[src/rtl/fetch_stage_if.sv]
// ---------------------------------------------------------------------------
// fetch_stage_if
//   Instruction-memory handshake between the fetch stage (master) and a
//   variable-latency instruction memory (slave).
//
//   imem_req    fetch request, level; held while a fetch is outstanding
//   imem_addr   word-aligned fetch address; stable while req=1 and ready=0
//   imem_rdata  instruction word, valid in the cycle imem_ready=1
//   imem_ready  response strobe; may rise in the same cycle as the request
// ---------------------------------------------------------------------------
interface fetch_stage_if #(
    parameter int DATA_WIDTH = 32
) ();
    logic                  imem_req;
    logic [31:0]           imem_addr;
    logic [DATA_WIDTH-1:0] imem_rdata;
    logic                  imem_ready;

    modport master (
        output imem_req,
        output imem_addr,
        input  imem_rdata,
        input  imem_ready
    );

    modport slave (
        input  imem_req,
        input  imem_addr,
        output imem_rdata,
        output imem_ready
    );
endinterface

[src/rtl/fetch_stage.sv]
// ---------------------------------------------------------------------------
// fetch_stage
//   Instruction fetch plus the IF/ID pipeline register of the 5-stage core.
//
//   clk           core clock, rising edge
//   rst           synchronous active-high reset, overrides every other input
//   freeze        hazard stall: hold PC and IF/ID
//   branch_taken  EXE resolved a taken branch: flush IF/ID, redirect PC
//   branch_addr   branch target (low two bits ignored)
//   imem          instruction-memory handshake (master side)
//   if_id_valid   IF/ID holds a real instruction
//   if_id_instr   instruction presented to decode
//   if_id_pc      address of that instruction + 4
//
//   FETCH   : request outstanding at pc_r (addr_r == pc_r).
//   HOLD    : a word arrived while frozen and is parked in the buffer;
//             no request is issued until it is delivered.
//   DISCARD : a branch arrived while a fetch was in flight. The old address
//             stays on the bus until the memory answers, the answer is
//             thrown away, and pc_r already holds the branch target.
//   Every output is driven straight from a register.
// ---------------------------------------------------------------------------
module fetch_stage #(
    parameter logic [31:0] RESET_PC   = 32'h0000_0000,
    parameter int          DATA_WIDTH = 32
) (
    input  logic                  clk,
    input  logic                  rst,
    input  logic                  freeze,
    input  logic                  branch_taken,
    input  logic [31:0]           branch_addr,
    fetch_stage_if.master         imem,
    output logic                  if_id_valid,
    output logic [DATA_WIDTH-1:0] if_id_instr,
    output logic [31:0]           if_id_pc
);

    localparam logic [1:0] ST_FETCH   = 2'd0;
    localparam logic [1:0] ST_HOLD    = 2'd1;
    localparam logic [1:0] ST_DISCARD = 2'd2;

    // Sequential address; wraps naturally modulo 2^32.
    function automatic logic [31:0] next_word_addr(input logic [31:0] addr);
        return addr + 32'd4;
    endfunction

    // Branch targets are forced onto a word boundary.
    function automatic logic [31:0] word_align(input logic [31:0] addr);
        return addr & 32'hFFFF_FFFC;
    endfunction

    logic [1:0]            state_r,     state_s;
    logic [31:0]           pc_r,        pc_s;
    logic [31:0]           addr_r,      addr_s;
    logic                  req_r,       req_s;
    logic [DATA_WIDTH-1:0] buf_instr_r, buf_instr_s;
    logic [31:0]           buf_pc_r,    buf_pc_s;
    logic                  valid_r,     valid_s;
    logic [DATA_WIDTH-1:0] instr_r,     instr_s;
    logic [31:0]           if_pc_r,     if_pc_s;
    logic [31:0]           seq_pc_s;
    logic [31:0]           target_s;

    assign imem.imem_req  = req_r;
    assign imem.imem_addr = addr_r;
    assign if_id_valid    = valid_r;
    assign if_id_instr    = instr_r;
    assign if_id_pc       = if_pc_r;

    // Next-state, next-PC and next IF/ID contents; branch beats freeze.
    always_comb begin
        state_s     = state_r;
        pc_s        = pc_r;
        addr_s      = addr_r;
        buf_instr_s = buf_instr_r;
        buf_pc_s    = buf_pc_r;
        valid_s     = valid_r;
        instr_s     = instr_r;
        if_pc_s     = if_pc_r;
        seq_pc_s    = next_word_addr(pc_r);
        target_s    = word_align(branch_addr);

        if (branch_taken) begin
            valid_s = 1'b0;
            instr_s = {DATA_WIDTH{1'b0}};
            pc_s    = target_s;
            case (state_r)
                ST_FETCH, ST_DISCARD: begin
                    // An answer this cycle is dropped and the target can be
                    // requested at once; otherwise drain the old fetch first.
                    if (imem.imem_ready) begin
                        state_s = ST_FETCH;
                        addr_s  = target_s;
                    end else begin
                        state_s = ST_DISCARD;
                        addr_s  = addr_r;
                    end
                end
                ST_HOLD: begin
                    state_s     = ST_FETCH;
                    addr_s      = target_s;
                    buf_instr_s = {DATA_WIDTH{1'b0}};
                    buf_pc_s    = 32'h0000_0000;
                end
                default: begin
                    state_s = ST_FETCH;
                    addr_s  = target_s;
                end
            endcase
        end else begin
            case (state_r)
                ST_FETCH: begin
                    if (imem.imem_ready) begin
                        pc_s   = seq_pc_s;
                        addr_s = seq_pc_s;
                        if (freeze) begin
                            // Decode cannot take it: park the word.
                            buf_instr_s = imem.imem_rdata;
                            buf_pc_s    = seq_pc_s;
                            state_s     = ST_HOLD;
                        end else begin
                            valid_s = 1'b1;
                            instr_s = imem.imem_rdata;
                            if_pc_s = seq_pc_s;
                            state_s = ST_FETCH;
                        end
                    end else begin
                        if (freeze) begin
                            valid_s = valid_r;
                        end else begin
                            valid_s = 1'b0;
                        end
                    end
                end
                ST_HOLD: begin
                    if (freeze) begin
                        state_s = ST_HOLD;
                    end else begin
                        // pc_r/addr_r already point past the parked word.
                        valid_s = 1'b1;
                        instr_s = buf_instr_r;
                        if_pc_s = buf_pc_r;
                        state_s = ST_FETCH;
                    end
                end
                ST_DISCARD: begin
                    valid_s = 1'b0;
                    if (imem.imem_ready) begin
                        state_s = ST_FETCH;
                        addr_s  = pc_r;
                    end else begin
                        state_s = ST_DISCARD;
                    end
                end
                default: begin
                    state_s = ST_FETCH;
                    addr_s  = pc_r;
                    valid_s = 1'b0;
                end
            endcase
        end

        if (state_s == ST_HOLD) begin
            req_s = 1'b0;
        end else begin
            req_s = 1'b1;
        end
    end

    // State and output registers with synchronous reset.
    always_ff @(posedge clk) begin
        if (rst) begin
            state_r     <= ST_FETCH;
            pc_r        <= RESET_PC;
            addr_r      <= RESET_PC;
            req_r       <= 1'b1;
            buf_instr_r <= {DATA_WIDTH{1'b0}};
            buf_pc_r    <= 32'h0000_0000;
            valid_r     <= 1'b0;
            instr_r     <= {DATA_WIDTH{1'b0}};
            if_pc_r     <= 32'h0000_0000;
        end else begin
            state_r     <= state_s;
            pc_r        <= pc_s;
            addr_r      <= addr_s;
            req_r       <= req_s;
            buf_instr_r <= buf_instr_s;
            buf_pc_r    <= buf_pc_s;
            valid_r     <= valid_s;
            instr_r     <= instr_s;
            if_pc_r     <= if_pc_s;
        end
    end

endmodule

[src/flat_wrapper.sv]
// flat-port wrapper written by rule: the top's interface ports become plain ports
module fetch_stage_flat 
#(
    parameter logic [31:0] RESET_PC   = 32'h0000_0000,
    parameter int          DATA_WIDTH = 32
)
  (clk, rst, freeze, branch_taken, branch_addr, if_id_valid, if_id_instr, if_id_pc, imem_imem_req, imem_imem_addr, imem_imem_rdata, imem_imem_ready);
  fetch_stage_if #(.DATA_WIDTH(DATA_WIDTH)) imem_i ();
  input  logic clk;
  input  logic rst;
  input  logic freeze;
  input  logic branch_taken;
  input  logic [31:0] branch_addr;
  output logic if_id_valid;
  output logic [DATA_WIDTH-1:0] if_id_instr;
  output logic [31:0] if_id_pc;
  output wire logic [$bits(imem_i.imem_req)-1:0] imem_imem_req;
  output wire logic [$bits(imem_i.imem_addr)-1:0] imem_imem_addr;
  input wire logic [$bits(imem_i.imem_rdata)-1:0] imem_imem_rdata;
  input wire logic [$bits(imem_i.imem_ready)-1:0] imem_imem_ready;
  assign imem_imem_req = imem_i.imem_req;
  assign imem_imem_addr = imem_i.imem_addr;
  assign imem_i.imem_rdata = imem_imem_rdata;
  assign imem_i.imem_ready = imem_imem_ready;
  fetch_stage #(.RESET_PC(RESET_PC), .DATA_WIDTH(DATA_WIDTH)) u_core (.clk(clk), .rst(rst), .freeze(freeze), .branch_taken(branch_taken), .branch_addr(branch_addr), .imem(imem_i), .if_id_valid(if_id_valid), .if_id_instr(if_id_instr), .if_id_pc(if_id_pc));
endmodule
[config.mk]
export PLATFORM = sky130hd
export DESIGN_NAME = fetch_stage_flat
export DESIGN_NICKNAME = d
export VERILOG_FILES = /design/src/rtl/fetch_stage_if.sv /design/src/rtl/fetch_stage.sv /design/src/flat_wrapper.sv
export SDC_FILE = /design/constraint.sdc
export NUM_CORES = 1
export LEC_CHECK = 0
export CORE_UTILIZATION = 49
export CTS_BUF_LIST = sky130_fd_sc_hd__clkbuf_8
export DETAILED_ROUTE_END_ITERATION = 10
export PLACE_DENSITY = 0.87
export SLEW_MARGIN = 20
export SYNTH_ARGS = -nofsm -noshare
export SYNTH_HDL_FRONTEND = slang
export SYNTH_SLANG_ARGS = --single-unit
[constraint.sdc]
create_clock -name clk -period 2.3 [get_ports clk]
set_clock_uncertainty 0.05 [all_clocks]
set_input_delay 0.575 -clock clk [delete_from_list [all_inputs] [get_ports clk]]
set_output_delay 0.575 -clock clk [all_outputs]
set_load 0.02 [all_outputs]
After elaboration in Yosys (flattened, before gate mapping)

Cells that the tools add are included.

Bitwise gates (word level): 1
Add/sub/neg operators: 1
Reductions and logical operators: 13
Equal/unequal tests: 12
Multiplexer cells: 37

Operators by type and width:

| operator                                                                 | number |
|---|---|
| 32-bit two-way mux                                                       | 23 |
| 32-bit one-hot mux with 2 select lines                                   | 2 |
| 32-bit one-hot mux with 3 select lines                                   | 1 |
| 32-bit by 3-bit adder with 32-bit output (second input constant)         | 1 |
| 3-bit inequality test (second input constant)                            | 4 |
| 4-bit AND reduction                                                      | 3 |
| 2-bit two-way mux                                                        | 4 |
| 2-bit inequality test (second input constant)                            | 4 |
| 2-bit nonzero test                                                       | 4 |
| 2-bit one-hot mux with 3 select lines                                    | 1 |
| 1-bit two-way mux                                                        | 5 |
| 5-bit AND reduction                                                      | 1 |
| 2-bit by 1-bit equality test with 1-bit output (second input constant)   | 2 |
| 2-bit AND reduction                                                      | 2 |
| 2-bit OR reduction                                                       | 2 |
| 2-bit equality test (second input constant)                              | 1 |
| 2-bit logical NOT                                                        | 1 |
| 2-bit by 1-bit inequality test with 1-bit output (second input constant) | 1 |
| 1-bit one-hot mux with 2 select lines                                    | 1 |
| 1-bit inverter                                                           | 1 |

Word-level logic and storage cells: 74
Flip-flop bits (word level): 196
Output and inout bits: 98

Depth between registers and ports, before layout

Depth in word-level cells: 6
Gate-level depth with buffers: 8
Depth with buffers taken out: 6

Worst setup path after synthesis

No wires, ideal clock.

Path kind: input to register
Start: in imem_imem_ready
End: reg u_core.buf_instr_r[10]
Cell stages on the path: 7
Path slack: -45 ps
Buffers on the path: 3
Arrival time: 2,235 ps
Data required time: 2,190 ps
Cell sequence: nor3b_1 > and3_1 > clkbuf_1 > and2_1 > clkbuf_1 > clkbuf_1 > a22o_1

Longest elaborated chain between the ends: 2

Ends and longest elaborated chain:

| element                       | line               | RTL |
|---|---|---|
| start: declaration            | flat_wrapper.sv:20 | `input wire logic [$bits(imem_i.imem_ready)-1:0] imem_imem_ready;` |
| 2-bit nonzero test (no line)  | n/a                |  |
| 4-bit AND reduction (no line) | n/a                |  |
| end signal: assignment        | fetch_stage.sv:177 | `buf_instr_r <= {DATA_WIDTH{1'b0}};` |
| end signal: assignment        | fetch_stage.sv:187 | `buf_instr_r <= buf_instr_s;` |
| end: declaration              | fetch_stage.sv:56  | `logic [DATA_WIDTH-1:0] buf_instr_r, buf_instr_s;` |

No other way between the ends.
A chain may end at the register's enable or synchronous reset.

Worst setup path in the final report

Start: reg u_core.pc_r[12]
End: reg u_core.addr_r[31] (netlist: u_core.imem.imem_addr[31])

Longest elaborated chain between the ends: 4

Ends and longest elaborated chain:

| element                                  | line               | RTL |
|---|---|---|
| start: declaration                       | fetch_stage.sv:53  | `logic [31:0] pc_r, pc_s;` |
| start signal: assignment                 | fetch_stage.sv:184 | `pc_r <= pc_s;` |
| 32-bit by 3-bit adder with 32-bit output | fetch_stage.sv:44  | `return addr + 32'd4;` |
| 32-bit two-way mux                       | fetch_stage.sv:113 | `if (imem.imem_ready) begin` |
| 32-bit one-hot mux with 3 select lines   | fetch_stage.sv:111 | `case (state_r)` |
| 32-bit two-way mux                       | fetch_stage.sv:83  | `if (branch_taken) begin` |
| end signal: assignment                   | fetch_stage.sv:185 | `addr_r <= addr_s;` |
| end: declaration                         | fetch_stage.sv:54  | `logic [31:0] addr_r, addr_s;` |

No other way between the ends. The select of a mux whose other input is x is not followed.

==> flow_metrics.tcl <==
set metrics [dict create \
    dieArea_mm2 0.0179 \
    tightest_slew_ns 0.551 \
    relSlewSlack 0.629 \
    hold_class "reg -> reg" \
    synth_adder_area_share 0.00147 \
    grt-ovfl-total 0 \
    clk_latency_ns 0.48 \
    grt_pass1_wl_um 37900 \
    synth_top_family_by_area "simple AND/OR/NAND/NOR gates" \
    synth_area_mm2 0.00850 \
    critPathMaxFanout 3 \
    fin_crit_sh 0.957 \
    drive_gt1_frac 0.125 \
    grt_pass1_vias 7445 \
    ir_worst_vdd_v 0.000388 \
    synth-xor-area-share 0.0814 \
    p_per_area_mw_per_mm2 619 \
    swShare 0.273 \
    syn_inst 1027 \
    rsz0062_at_grt "false" \
    ant_nets 0 \
    ys_types 51 \
    crit_top_cell "or4_4" \
    cts_buffers 17 \
    fin_util 0.673 \
    initial_core_util 0.507 \
    coreArea_mm2 0.0168 \
    io_buffers 160 \
    grt_max_degree 100 \
    end_kind "flop" \
    io_pins 167 \
    slowest_stage "or4_4" \
    path_class "reg -> reg" \
    synthSimpleGateAreaFrac 0.216 \
    antenna_found_initial 0 \
    cts-root-buf "clkbuf_8" \
    clockBufferDepth 2 \
    ctsHoldBuffers 0 \
    wl_um 23800 \
    synth_edf_count 0 \
    status "finished clean" \
    switchingPower_mw 1.91 \
    slowest_delay_ns 0.54 \
    synth_mux_area_frac 0 \
    avgSynthCellArea_um2 8.28 \
    die_w_um 134 \
    crit_chain "nand4_4 > or4_4 > or4_4 > xor2_4 > a2111oi_4" \
    drt_pass1_iterations 5 \
    max_freq_mhz 454 \
    cp-start-kind "flop" \
    cts.sinks 188 \
    internal_power_mw 5.08 \
    hold_viol 0 \
    crit_required_ns 2.63 \
    synth_compound_area_frac 0.203 \
    drv_slew 0 \
    yosysWarningCount 0 \
    gp_congestion 0.945 \
    synth-main-ff-cell "dfxtp_1" \
    clk_pin_slew_ns 0.10 \
    num_antenna_cells 0 \
    fin_crit_ns 2.20 \
    vias_per_cell 5.76 \
    combPwrFrac 0.167 \
    ys_ff_latch 188 \
    final_common_cell "dfxtp_1" \
    final_cell_mix "dfxtp_1, clkdlybuf4s50_1, nand2_1" \
    drc 0 \
    synth-seq-area-share 0.443 \
    synthArstFlopShare 0 \
    chipHeight_um 134 \
    cts_tree "yes" \
    p_leak_nw 4.14 \
    setup_viol 0 \
    h-tree-depth 4 \
    seqPwrFrac 0.500 \
    cts_setup_buffers 0 \
    drt_iter0_drc 513 \
    drt-wirelength-per-cell_um 16.7 \
    std_cell_rows 47 \
    layout.nets 1265 \
    area_growth_pct 32.7 \
    num_vias 8226 \
    clkPwrFrac 0.334 \
    final_area_mm2 0.0113 \
    place_area_mm2 0.0108 \
    hpwl_um 16200 \
    drv_cap 0 \
    arrival_ns 2.53 \
    track_usage 0.264 \
]
-- per-layer routing --
metal	global-route usage	part of all wire
met5	0	0
met4	0.105	0.020
met3	0.0434	0.077
met2	0.414	0.46
met1	0.361	0.44
-- registers in the layout, indices dropped and copies added, names as in the netlist --
signal	flops
u_core.buf_instr_r	32
u_core.buf_pc_r	30
u_core.if_id_instr	32
u_core.if_id_pc	30
u_core.if_id_valid	1
u_core.imem.imem_addr	30
u_core.imem.imem_req	1
u_core.pc_r	30
u_core.state_r	2
-- critical path: cells and delay by family, from the launching register on --
family | cells | cell delay, ns
simple gates | 3 | 1.13
flops | 1 | 0.39
compound gates | 1 | 0.33
xor+xnor | 1 | 0.19
-- layout make-up --
cell class / instances / area [um^2]
timing repair buffer: 249 / 2410
fill: 1284 / 5470
tap: 220 / 275
multi-input combinational: 732 / 4380
sequential: 188 / 3770
clock buffer: 20 / 275
inverter: 7 / 26.3
clock inverter: 11 / 143
-- stage by stage --
stage          hold slack (ns)  worst slack, ns  setup TNS [ns]  power, mW  std cells
2_1_floorplan            0.367          0.00597               0       4.17       1030
3_3_place_gp             0.376           -0.246          -10.39       4.67       1396
3_5_place_dp             0.386           -0.344          -16.27       4.70       1396
4_1_cts                  0.407         0.000402               0       7.00       1427
5_1_grt                  0.427          0.00672               0       7.26       1427
6_report                 0.401           0.0990               0       6.99       1427
-- cell usage after synthesis, drive strengths merged, types with 8 or more instances --
| cell | instances | area, um^2 |
|---|---|---|
| nor3 | 17 | 90.1 |
| o21ai | 26 | 130 |
| xnor2 | 30 | 263 |
| a22oi | 15 | 113 |
| buf | 28 | 158 |
| nand3 | 36 | 180 |
| nand2b | 10 | 62.6 |
| xor2 | 49 | 429 |
| o22ai | 12 | 75.1 |
| nor4 | 8 | 56.3 |
| o211ai | 9 | 67.6 |
| a311oi | 34 | 298 |
| a22o | 34 | 298 |
| nand2 | 141 | 529 |
| dfxtp | 188 | 3760 |
| a21oi | 53 | 265 |
| clkbuf | 75 | 282 |
| a31oi | 8 | 50.1 |
| and3 | 16 | 100 |
| a211oi | 44 | 330 |
| nor2 | 132 | 495 |
| nand4 | 17 | 136 |
-- repair_timing --
item / CTS / global route
gates resized for setup: 1 / 14
setup endpoints to repair: 1 / 26
endpoints found under the hold margin: 0 / 0
pin swaps: 0 / 4
-- kinds of logic (layout without fill, tap and decap cells) --
logic type               count (synthesis)  in the layout
other                                    1              4
XOR/XNOR                                79             79
adder cells (fa/ha/maj)                  1              1
buffers and inverters                  110            287
AND/OR/NAND/NOR                        402            402
flip-flops                             188            188
AO/OA/AOI/OAI                          246            246
-- final timing paths --
check                           cells after the start                              from                                      to  slack [ns]
worst max-delay path                                5      u_core.pc_r[12]$_SDFFE_PP0P_  u_core.imem.imem_addr[31]$_SDFFE_PP0P_         0.1
worst min-delay path                                2  u_core.buf_pc_r[31]$_SDFFE_PP0P_        u_core.buf_pc_r[31]$_SDFFE_PP0P_        0.40
worst max register to register                      5      u_core.pc_r[12]$_SDFFE_PP0P_  u_core.imem.imem_addr[31]$_SDFFE_PP0P_         0.1
worst min register to register                      2  u_core.buf_pc_r[31]$_SDFFE_PP0P_        u_core.buf_pc_r[31]$_SDFFE_PP0P_        0.40
-- power groups by stage --
stage,logic (mW),registers (mW),clock network (mW)
global placement,1.11,3.56,0
global route,1.25,3.51,2.50
CTS,1.15,3.49,2.36
floorplan,0.537,3.63,0
detailed placement,1.14,3.56,0
finish,1.17,3.49,2.33
(Power assumes the default switching activity.)
